**src/rtl/tdm_pkg.sv**
```systemverilog
// Shared definitions for the TDM demultiplexer: FSM state encoding,
// default geometry and the slot-length helper.
// Optional build macro: TDM_DEMUX_PARITY_EN (one even-parity bit per slot).
package tdm_pkg;

    localparam int DEF_CHANNELS = 4;
    localparam int DEF_WIDTH    = 8;

    typedef logic [0:0] state_t;
    localparam state_t HUNT = 1'b0;
    localparam state_t RECV = 1'b1;

    // Serial bits per slot: data bits, plus the trailing parity bit when enabled.
    function automatic int slot_bits(input int width);
`ifdef TDM_DEMUX_PARITY_EN
        return width + 1;
`else
        return width;
`endif
    endfunction

endpackage

```
**src/rtl/tdm_slot_shift.sv**
```systemverilog
// Slot assembler: places each accepted serial bit (MSB first) into the slot
// word, counts bits within the slot and, when enabled, accumulates parity.
// o_data and o_last describe the slot including the bit currently offered,
// so the owner can store a completed slot on the same edge as its last bit.
// Optional build macro: TDM_DEMUX_PARITY_EN (adds o_par_ok).
module tdm_slot_shift
    import tdm_pkg::*;
#(
    parameter int WIDTH = DEF_WIDTH
) (
    input  logic             i_clk,
    input  logic             i_rst,
    input  logic             i_shift,    // accept i_din this cycle
    input  logic             i_restart,  // i_din is bit 0 of a fresh slot
    input  logic             i_din,
    output logic             o_last,     // accepted bit completes the slot
    output logic [WIDTH-1:0] o_data      // slot data including the current bit
`ifdef TDM_DEMUX_PARITY_EN
    ,
    output logic             o_par_ok    // even parity holds over the full slot
`endif
);

    localparam int               SLOT_BITS = slot_bits(WIDTH);
    localparam int               CNT_W     = $clog2(SLOT_BITS + 1);
    localparam logic [CNT_W-1:0] LAST_IDX  = CNT_W'(SLOT_BITS - 1);
    localparam logic [WIDTH-1:0] MSB_MASK  = WIDTH'(1) << (WIDTH - 1);

    logic [CNT_W-1:0] r_bit_cnt;
    logic [WIDTH-1:0] r_slot;
    logic [CNT_W-1:0] w_idx;
    logic [WIDTH-1:0] w_base;
    logic [WIDTH-1:0] w_mask;
    logic [WIDTH-1:0] w_merged;

    // A restart makes the current bit index 0 and forgets the partial slot.
    assign w_idx    = i_restart ? '0 : r_bit_cnt;
    assign w_base   = i_restart ? '0 : r_slot;
    // Data bit n lands at position WIDTH-1-n; the parity bit index shifts the
    // mask out entirely, leaving the data word untouched.
    assign w_mask   = MSB_MASK >> w_idx;
    assign w_merged = i_din ? (w_base | w_mask) : w_base;
    assign o_last   = (w_idx == LAST_IDX);
    assign o_data   = w_merged;

`ifdef TDM_DEMUX_PARITY_EN
    logic r_par;
    logic w_par;

    assign w_par    = (i_restart ? 1'b0 : r_par) ^ i_din;
    assign o_par_ok = ~w_par;

    // Parity accumulator, cleared at every slot boundary.
    always_ff @(posedge i_clk or posedge i_rst) begin
        if (i_rst) begin
            r_par <= 1'b0;
        end else if (i_shift) begin
            r_par <= o_last ? 1'b0 : w_par;
        end
    end
`endif

    // Bit counter and slot word; both return to zero once a slot completes.
    always_ff @(posedge i_clk or posedge i_rst) begin
        if (i_rst) begin
            r_bit_cnt <= '0;
            r_slot    <= '0;
        end else if (i_shift) begin
            if (o_last) begin
                r_bit_cnt <= '0;
                r_slot    <= '0;
            end else begin
                r_bit_cnt <= w_idx + CNT_W'(1);
                r_slot    <= w_merged;
            end
        end
    end

endmodule

```
**src/rtl/tdm_demux.sv**
```systemverilog
// TDM demultiplexer top: hunts for a frame sync, then distributes CHANNELS
// serial slots into per-channel registers with one-cycle update pulses.
// Optional build macro: TDM_DEMUX_PARITY_EN (per-slot even parity check).
//
// Input handshake: din_valid qualifies din and sync; a cycle with din_valid
// low is invisible to the block (no shift, no counter change, no pulses).
module tdm_demux
    import tdm_pkg::*;
#(
    parameter int CHANNELS = DEF_CHANNELS,
    parameter int WIDTH    = DEF_WIDTH
) (
    input  logic                      clock,
    input  logic                      reset,
    input  logic                      din,
    input  logic                      din_valid,
    input  logic                      sync,
    output logic [CHANNELS*WIDTH-1:0] ch_data,
    output logic [CHANNELS-1:0]       ch_valid,
    output logic                      frame_done,
    output logic                      frame_err,
    output logic                      parity_err,
    output logic                      busy,
    output state_t                    dbg_state
);

    localparam int            CH_W    = $clog2(CHANNELS);
    localparam logic [CH_W-1:0] LAST_CH = CH_W'(CHANNELS - 1);

    state_t                    r_state;
    logic [CH_W-1:0]           r_ch_cnt;
    logic [CHANNELS*WIDTH-1:0] r_ch_data;
    logic [CHANNELS-1:0]       r_ch_valid;
    logic                      r_frame_done;
    logic                      r_frame_err;

    logic                      w_restart;
    logic                      w_shift;
    logic                      w_last;
    logic [WIDTH-1:0]          w_data;
    logic [CH_W-1:0]           w_ch_idx;
    logic                      w_store;
    logic                      w_final;
    logic                      w_good;
    logic [CHANNELS-1:0]       w_onehot;

    // Any accepted sync restarts at channel 0 bit 0; in HUNT only a sync bit
    // is taken, everything else is dropped.
    assign w_restart = din_valid & sync;
    assign w_shift   = din_valid & ((r_state == RECV) | sync);
    assign w_ch_idx  = w_restart ? '0 : r_ch_cnt;
    assign w_store   = w_shift & w_last;
    assign w_final   = w_store & (w_ch_idx == LAST_CH);
    assign w_onehot  = CHANNELS'(1) << w_ch_idx;

    tdm_slot_shift #(
        .WIDTH(WIDTH)
    ) u_slot (
        .i_clk     (clock),
        .i_rst     (reset),
        .i_shift   (w_shift),
        .i_restart (w_restart),
        .i_din     (din),
        .o_last    (w_last),
        .o_data    (w_data)
`ifdef TDM_DEMUX_PARITY_EN
        ,
        .o_par_ok  (w_good)
`endif
    );

`ifdef TDM_DEMUX_PARITY_EN
    logic r_parity_err;

    // Parity failure replaces the channel update pulse for that slot.
    always_ff @(posedge clock or posedge reset) begin
        if (reset) begin
            r_parity_err <= 1'b0;
        end else begin
            r_parity_err <= w_store & ~w_good;
        end
    end

    assign parity_err = r_parity_err;
`else
    assign w_good     = 1'b1;
    assign parity_err = 1'b0;
`endif

    // Frame FSM and channel counter; the last slot of a frame returns to HUNT.
    always_ff @(posedge clock or posedge reset) begin
        if (reset) begin
            r_state  <= HUNT;
            r_ch_cnt <= '0;
        end else if (w_shift) begin
            if (w_final) begin
                r_state  <= HUNT;
                r_ch_cnt <= '0;
            end else if (w_store) begin
                r_state  <= RECV;
                r_ch_cnt <= w_ch_idx + CH_W'(1);
            end else begin
                r_state  <= RECV;
                r_ch_cnt <= w_ch_idx;
            end
        end
    end

    // Channel registers and single-cycle status pulses.
    always_ff @(posedge clock or posedge reset) begin
        if (reset) begin
            r_ch_data    <= '0;
            r_ch_valid   <= '0;
            r_frame_done <= 1'b0;
            r_frame_err  <= 1'b0;
        end else begin
            r_ch_valid   <= (w_store & w_good) ? w_onehot : '0;
            r_frame_done <= w_final;
            r_frame_err  <= w_restart & (r_state == RECV);
            if (w_store & w_good) begin
                r_ch_data[w_ch_idx*WIDTH +: WIDTH] <= w_data;
            end
        end
    end

    assign ch_data    = r_ch_data;
    assign ch_valid   = r_ch_valid;
    assign frame_done = r_frame_done;
    assign frame_err  = r_frame_err;
    assign busy       = (r_state == RECV);
    assign dbg_state  = r_state;

endmodule

```
**config.mk**
```make
export PLATFORM = sky130hd
export DESIGN_NAME = tdm_demux
export DESIGN_NICKNAME = d
export VERILOG_FILES = /design/src/rtl/tdm_pkg.sv /design/src/rtl/tdm_slot_shift.sv /design/src/rtl/tdm_demux.sv
export SDC_FILE = /design/constraint.sdc
export NUM_CORES = 1
export LEC_CHECK = 0
export ABC_AREA = 1
export CORE_ASPECT_RATIO = 0.8
export CORE_MARGIN = 8
export CORE_UTILIZATION = 40
export DETAILED_ROUTE_END_ITERATION = 8
export MAX_ROUTING_LAYER = met4
export PLACE_DENSITY = 0.65
export SYNTH_ARGS = -nofsm -noshare
export SYNTH_HDL_FRONTEND = slang
export SYNTH_HIERARCHICAL = 1
export SYNTH_SLANG_ARGS = --single-unit
```
**constraint.sdc**
```tcl
create_clock -name clock -period 1.8 [get_ports clock]
set_input_delay 0.36 -clock clock [delete_from_list [all_inputs] [get_ports clock]]
set_output_delay 0.36 -clock clock [all_outputs]
set_load 0.005 [all_outputs]
```
After elaboration in Yosys (flattened, before gate mapping). Cells that the tools add are included.

Register bits: 53. Output and inout bits: 41. Input bits: 5. Logic and storage cells: 35.

$add $sub $neg: 3. Shift operators: 4. Muxes and demuxes: 11. Bitwise operators: 7. Equal/unequal tests: 2.

Operators with widths (number): $neg A5 Y34 (1); $shift A8 B34 Y32 const A (1); $shiftx A8 B34 Y32 (1); $bwmux W32 (1); $mux W8 (3); $mux W4 (3); $or A8 B8 Y8 (1); $shr A8 B4 Y8 const A (1); $mux W2 (3); $and A1 B1 Y1 (5); $add A4 B1 Y4 const B (1); $eq A4 B3 Y1 const B (1); $shl A1 B2 Y4 const A (1); $add A2 B1 Y2 const B (1); $eq A2 B2 Y1 const B (1); $mux W1 (1); $or A1 B1 Y1 (1).

Depth between registers and ports, before layout.
Word-level depth: 7. Depth in mapped cells: 12. Gate-level depth less buffers: 12.

Modules after synthesis. Netlist, hierarchy kept.

Modules (own cells, without submodules): tdm_demux (cells an instance 225, instances 1, area an instance 1919.3 um^2, seq. area each 1001.0 um^2); tdm_slot_shift (cells an instance 92, instances 1, area an instance 659.4 um^2, seq. area each 300.3 um^2).

Worst setup path before layout. Ideal clock, no wire load.

Kind: input to register. From: in din_valid. To: reg r_ch_data[10] (netlist: ch_data[10]). Stages: 9. Data arrival time: 1.523 ns. Buffers on the path: 1. Library setup time: 0.065 ns. Setup slack: 0.213 ns. Data required time: 1.735 ns. Cell sequence: nand2_4 > nand2_4 > buf_4 > ha_1 > inv_1 > nand2_1 > nor3_1 > nand2_1 > nand2_1.

Word-level cells in the longest chain between the ends: 7. Elaborated cells between the ends (all ways): 14.

Ends and longest elaborated chain: from (decl) (RTL line tdm_demux.sv:16) `input logic din_valid,`; $and A1 B1 Y1 (RTL line tdm_demux.sv:49) `assign w_restart = din_valid & sync;`; $mux W4 (RTL line tdm_slot_shift.sv:37) `assign w_idx = i_restart ? '0 : r_bit_cnt;`; $shr A8 B4 Y8 (RTL line tdm_slot_shift.sv:41) `assign w_mask = MSB_MASK >> w_idx;`; $or A8 B8 Y8 (RTL line tdm_slot_shift.sv:42) `assign w_merged = i_din ? (w_base | w_mask) : w_base;`; $mux W8 (RTL line tdm_slot_shift.sv:42); $shiftx A8 B34 Y32 (RTL line tdm_demux.sv:121) `r_ch_data[w_ch_idx*WIDTH +: WIDTH] <= w_data;`; $bwmux W32 (RTL line tdm_demux.sv:121); to (signal, indexed assignment) (RTL line tdm_demux.sv:121); to (decl) (RTL line tdm_demux.sv:32) `logic [CHANNELS*WIDTH-1:0] r_ch_data;`.

Parallel ways exist; a longest one is shown, timed or not. A chain may end at the register's enable or synchronous reset.

Worst setup path after layout.
From: reg r_state (netlist: busy). To: out busy.

RTL lines: from (decl) (RTL line tdm_demux.sv:30) `state_t r_state;`; from (signal assigned) (RTL line tdm_demux.sv:93) `r_state <= HUNT;`; from (signal assigned) (RTL line tdm_demux.sv:97) `r_state <= HUNT;`; from (signal assigned) (RTL line tdm_demux.sv:100) `r_state <= RECV;`; to (decl) (RTL line tdm_demux.sv:23) `output logic busy,`.

No word-level cell between the ends.

==> results.sh <==
export IMPL_status="completed"
export IMPL_initial_utilization_pct=40.9
export IMPL_max_freq_mhz=622
export IMPL_critical_path_depth=1
export IMPL_grt_pass1_wl_mm=11.6
export IMPL_maxCapViolCount=0
export IMPL_numCtsBuffers=5
export IMPL_die_area_um2=9290
export IMPL_clockRootBuffer="clkbuf_8"
export IMPL_synth_area_leaders="dfrtp_1, nand2_1, ha_1, nand3_1, nor3_1"
export IMPL_rsz0062_at_grt="no"
export IMPL_synthTopCellsByCount="nand2_1, dfrtp_1, nor2_1"
export IMPL_antenna_found_initial=0
export IMPL_ys_flop_type="dfrtp_1"
export IMPL_leakage_nw=1.80
export IMPL_arrival_ns=1.25
export IMPL_ios=46
export IMPL_drv_slew=0
export IMPL_grt_pass1_vias=2280
export IMPL_fin_crit_ns=1.61
export IMPL_timing_final_ws_setup_ns=0.193
export IMPL_cp_cell_sequence="clkdlybuf4s50_1"
export IMPL_routed_wl_mm=6.68
export IMPL_fin_cells=481
export IMPL_synth_area_um2=2580
export IMPL_first_pass_iters=4
export IMPL_slowest_stage="clkdlybuf4s50_1"
export IMPL_gp_congestion=0.906
export IMPL_pwr_density_cell_nw_per_um2=853
export IMPL_fillers=585
export IMPL_period_share_pct=89.3
export IMPL_grt_usage_pct=16.1
export IMPL_startpoint="busy$_DFFE_PP0N_"
export IMPL_fin_skew_ns=0.0167
export IMPL_hold_buffers=0
export IMPL_num_antenna_cells=0
export IMPL_portBuffers=44
export IMPL_worstPathMaxFanout=5
export IMPL_drc_errors=0
export IMPL_drive_gt1_share_pct=20.7
export IMPL_area_growth_pct=37.5
export IMPL_rows=26
export IMPL_synth_warnings=6
export IMPL_gr_total_overflow=0
export IMPL_core_area_um2=6310
export IMPL_synth_edf_count=0
export IMPL_final_util_pct=56.2
export IMPL_required_ns=1.44
export IMPL_post_place_ws_ns=-0.414
export IMPL_drtAntennaViolNets=0
export IMPL_synth_cells=317
export IMPL_drt_initial_drc_count=126
export IMPL_routedWlPerCell_um=13.9
export IMPL_synth_nets=331
export IMPL_yosys_cell_types_count=24
export IMPL_vias=2237
export IMPL_die_w_um=106
export IMPL_start_kind="flop"
export IMPL_ff2ff_path_depth=10
export IMPL_fp_dieH_um=87.8
export IMPL_grt_max_degree=41
export IMPL_ys_async_sr_fraction_pct=100
export IMPL_cpLargestDelayFamily="buffers and inverters"
export IMPL_multi_input_area_um2=1190
export IMPL_finalHoldViolations=0
export IMPL_holdCritPathClass="in2async"
export IMPL_endpoint_kind="output pin"
export IMPL_critical_path_class="reg2out"
export IMPL_dp_hpwl_mm=5.03
export IMPL_peakVddDrop_uv=281
export IMPL_clk_latency_ns=0.31
export IMPL_max_stage_delay_ns=0.53
export IMPL_dp_cells=473
export IMPL_worst_path_buf_inv=1
export IMPL_tritoncts="built"
export IMPL_synth_seq_area_share_pct=50.5
export IMPL_setup_viol=0
export IMPL_synth_top_area_share_pct=50.5
export IMPL_seq_area_um2=1300
export IMPL_nets=410
export IMPL_postSynthAreaPerCell_um2=8.13
export IMPL_clock_path_buffers=2
export IMPL_via_per_inst=4.65
export IMPL_cts_htree_levels=2
export IMPL_yosys_area_top_type="dfrtp_1"
export IMPL_yosysMostFrequentCell="nand2_1"
export IMPL_path_clk_slew_ns=0.11
export IMPL_synth_seq_cells=52
export IMPL_r2r_start="u_slot/r_bit_cnt[2]$_DFFE_PP0P_"
export IMPL_cts_sinks=52
[per-layer routing]
| metal | vias to the layer above | part of all wire [%] | global-route usage [%] |
|---|---|---|---|
| li1 | 1138 | - | - |
| met1 | 1041 | 53 | 22.8 |
| met2 | 54 | 41 | 23.0 |
| met3 | 4 | 4.8 | 3.60 |
| met4 | 0 | 0.48 | 2.68 |
| met5 | - | 0 | - |
[final timing paths]
| kind | end | slack, ns |
|---|---|---|
| min in group clock | u_slot/r_slot[1]$_DFFE_PP0P_ | 0.49 |
| setup / recovery | busy | 0.19 |
| max in group asynchronous | u_slot/r_slot[7]$_DFFE_PP0P_ | 1.06 |
| hold / removal | u_slot/r_slot[5]$_DFFE_PP0P_ | 0.39 |
| setup reg to reg | ch_data[30]$_DFFE_PP0P_ | 0.23 |
| hold reg to reg | u_slot/r_slot[1]$_DFFE_PP0P_ | 0.49 |
[per-stage QoR]
stage / cell area [um^2] / setup TNS [ns] / total power, mW / hold slack [ns]
after floorplan: 2580 / 0 / 1.86 / 0.225
after global placement: 3370 / -13.04 / 2.32 / 0.463
after CTS: 3490 / -0.00955 / 3.02 / 0.415
after global routing: 3550 / 0 / 3.23 / 0.457
final: 3550 / 0 / 3.02 / 0.394
after detailed placement: 3370 / -14.14 / 2.33 / 0.466
[power breakdown]
group          leakage, nW  switching [mW]  internal [mW]  total [mW]
logic                 1.05           0.510          0.439       0.949
clock network       0.0414           0.398          0.278       0.675
registers            0.709          0.0928           1.31        1.40
[logic make-up (layout without fill, tap and decap cells)]
group / Yosys count / after routing / share of synthesized area [%]
flip-flops: 52 / 52 / 50.5
adder cells (fa/ha/maj): 9 / 9 / 4.37
buffers and inverters: 32 / 112 / 6.65
AO/OA/AOI/OAI: 14 / 14 / 3.25
other: 1 / 1 / 0.145
AND/OR/NAND/NOR: 209 / 209 / 35.1
[cell usage in the layout, fill, tap and decap left out]
master,instances
a21boi_4,1
nand3_1,17
nand2_8,1
ha_2,1
inv_1,15
nor2_1,18
inv_2,6
clkbuf_8,5
o21ai_0,2
buf_4,34
inv_4,1
nand3_2,2
nand3_4,3
buf_12,4
nand2_4,3
clkinv_4,1
dlygate4sd2_1,1
nor3_2,8
nand2_2,9
a21oi_1,3
clkinvlp_4,1
dfrtp_1,52
nor3_1,8
clkdlybuf4s50_1,42
conb_1,1
nand2_1,138
ha_1,8
o21ai_1,8
clkbuf_1,1
dlymetal6s2s_1,1
nor2_2,2
[cell type report]
type / instances / area share, %
timing repair buffer: 82 / 21.9
sequential: 52 / 36.7
multi-input combinational: 233 / 33.5
clock inverter: 2 / 0.459
tap: 84 / 2.96
inverter: 22 / 2.40
clock buffer: 6 / 2.05
[sequential cells by signal, indices dropped and copies added (netlist names)]
| register | count |
|---|---|
| u_slot/r_slot | 8 |
| frame_err | 1 |
| u_slot/r_bit_cnt | 4 |
| ch_valid | 4 |
| busy | 1 |
| r_ch_cnt | 2 |
| ch_data | 32 |
[what timing repair did]
item / CTS / global route
pin swaps: 1 / 1
resized for setup: 11 / 15
setup endpoints to repair: 24 / 35
endpoints found under the hold margin: 0 / 0
setup buffers: 0 / 0
No activity file was read; power rests on OpenSTA's default activity.
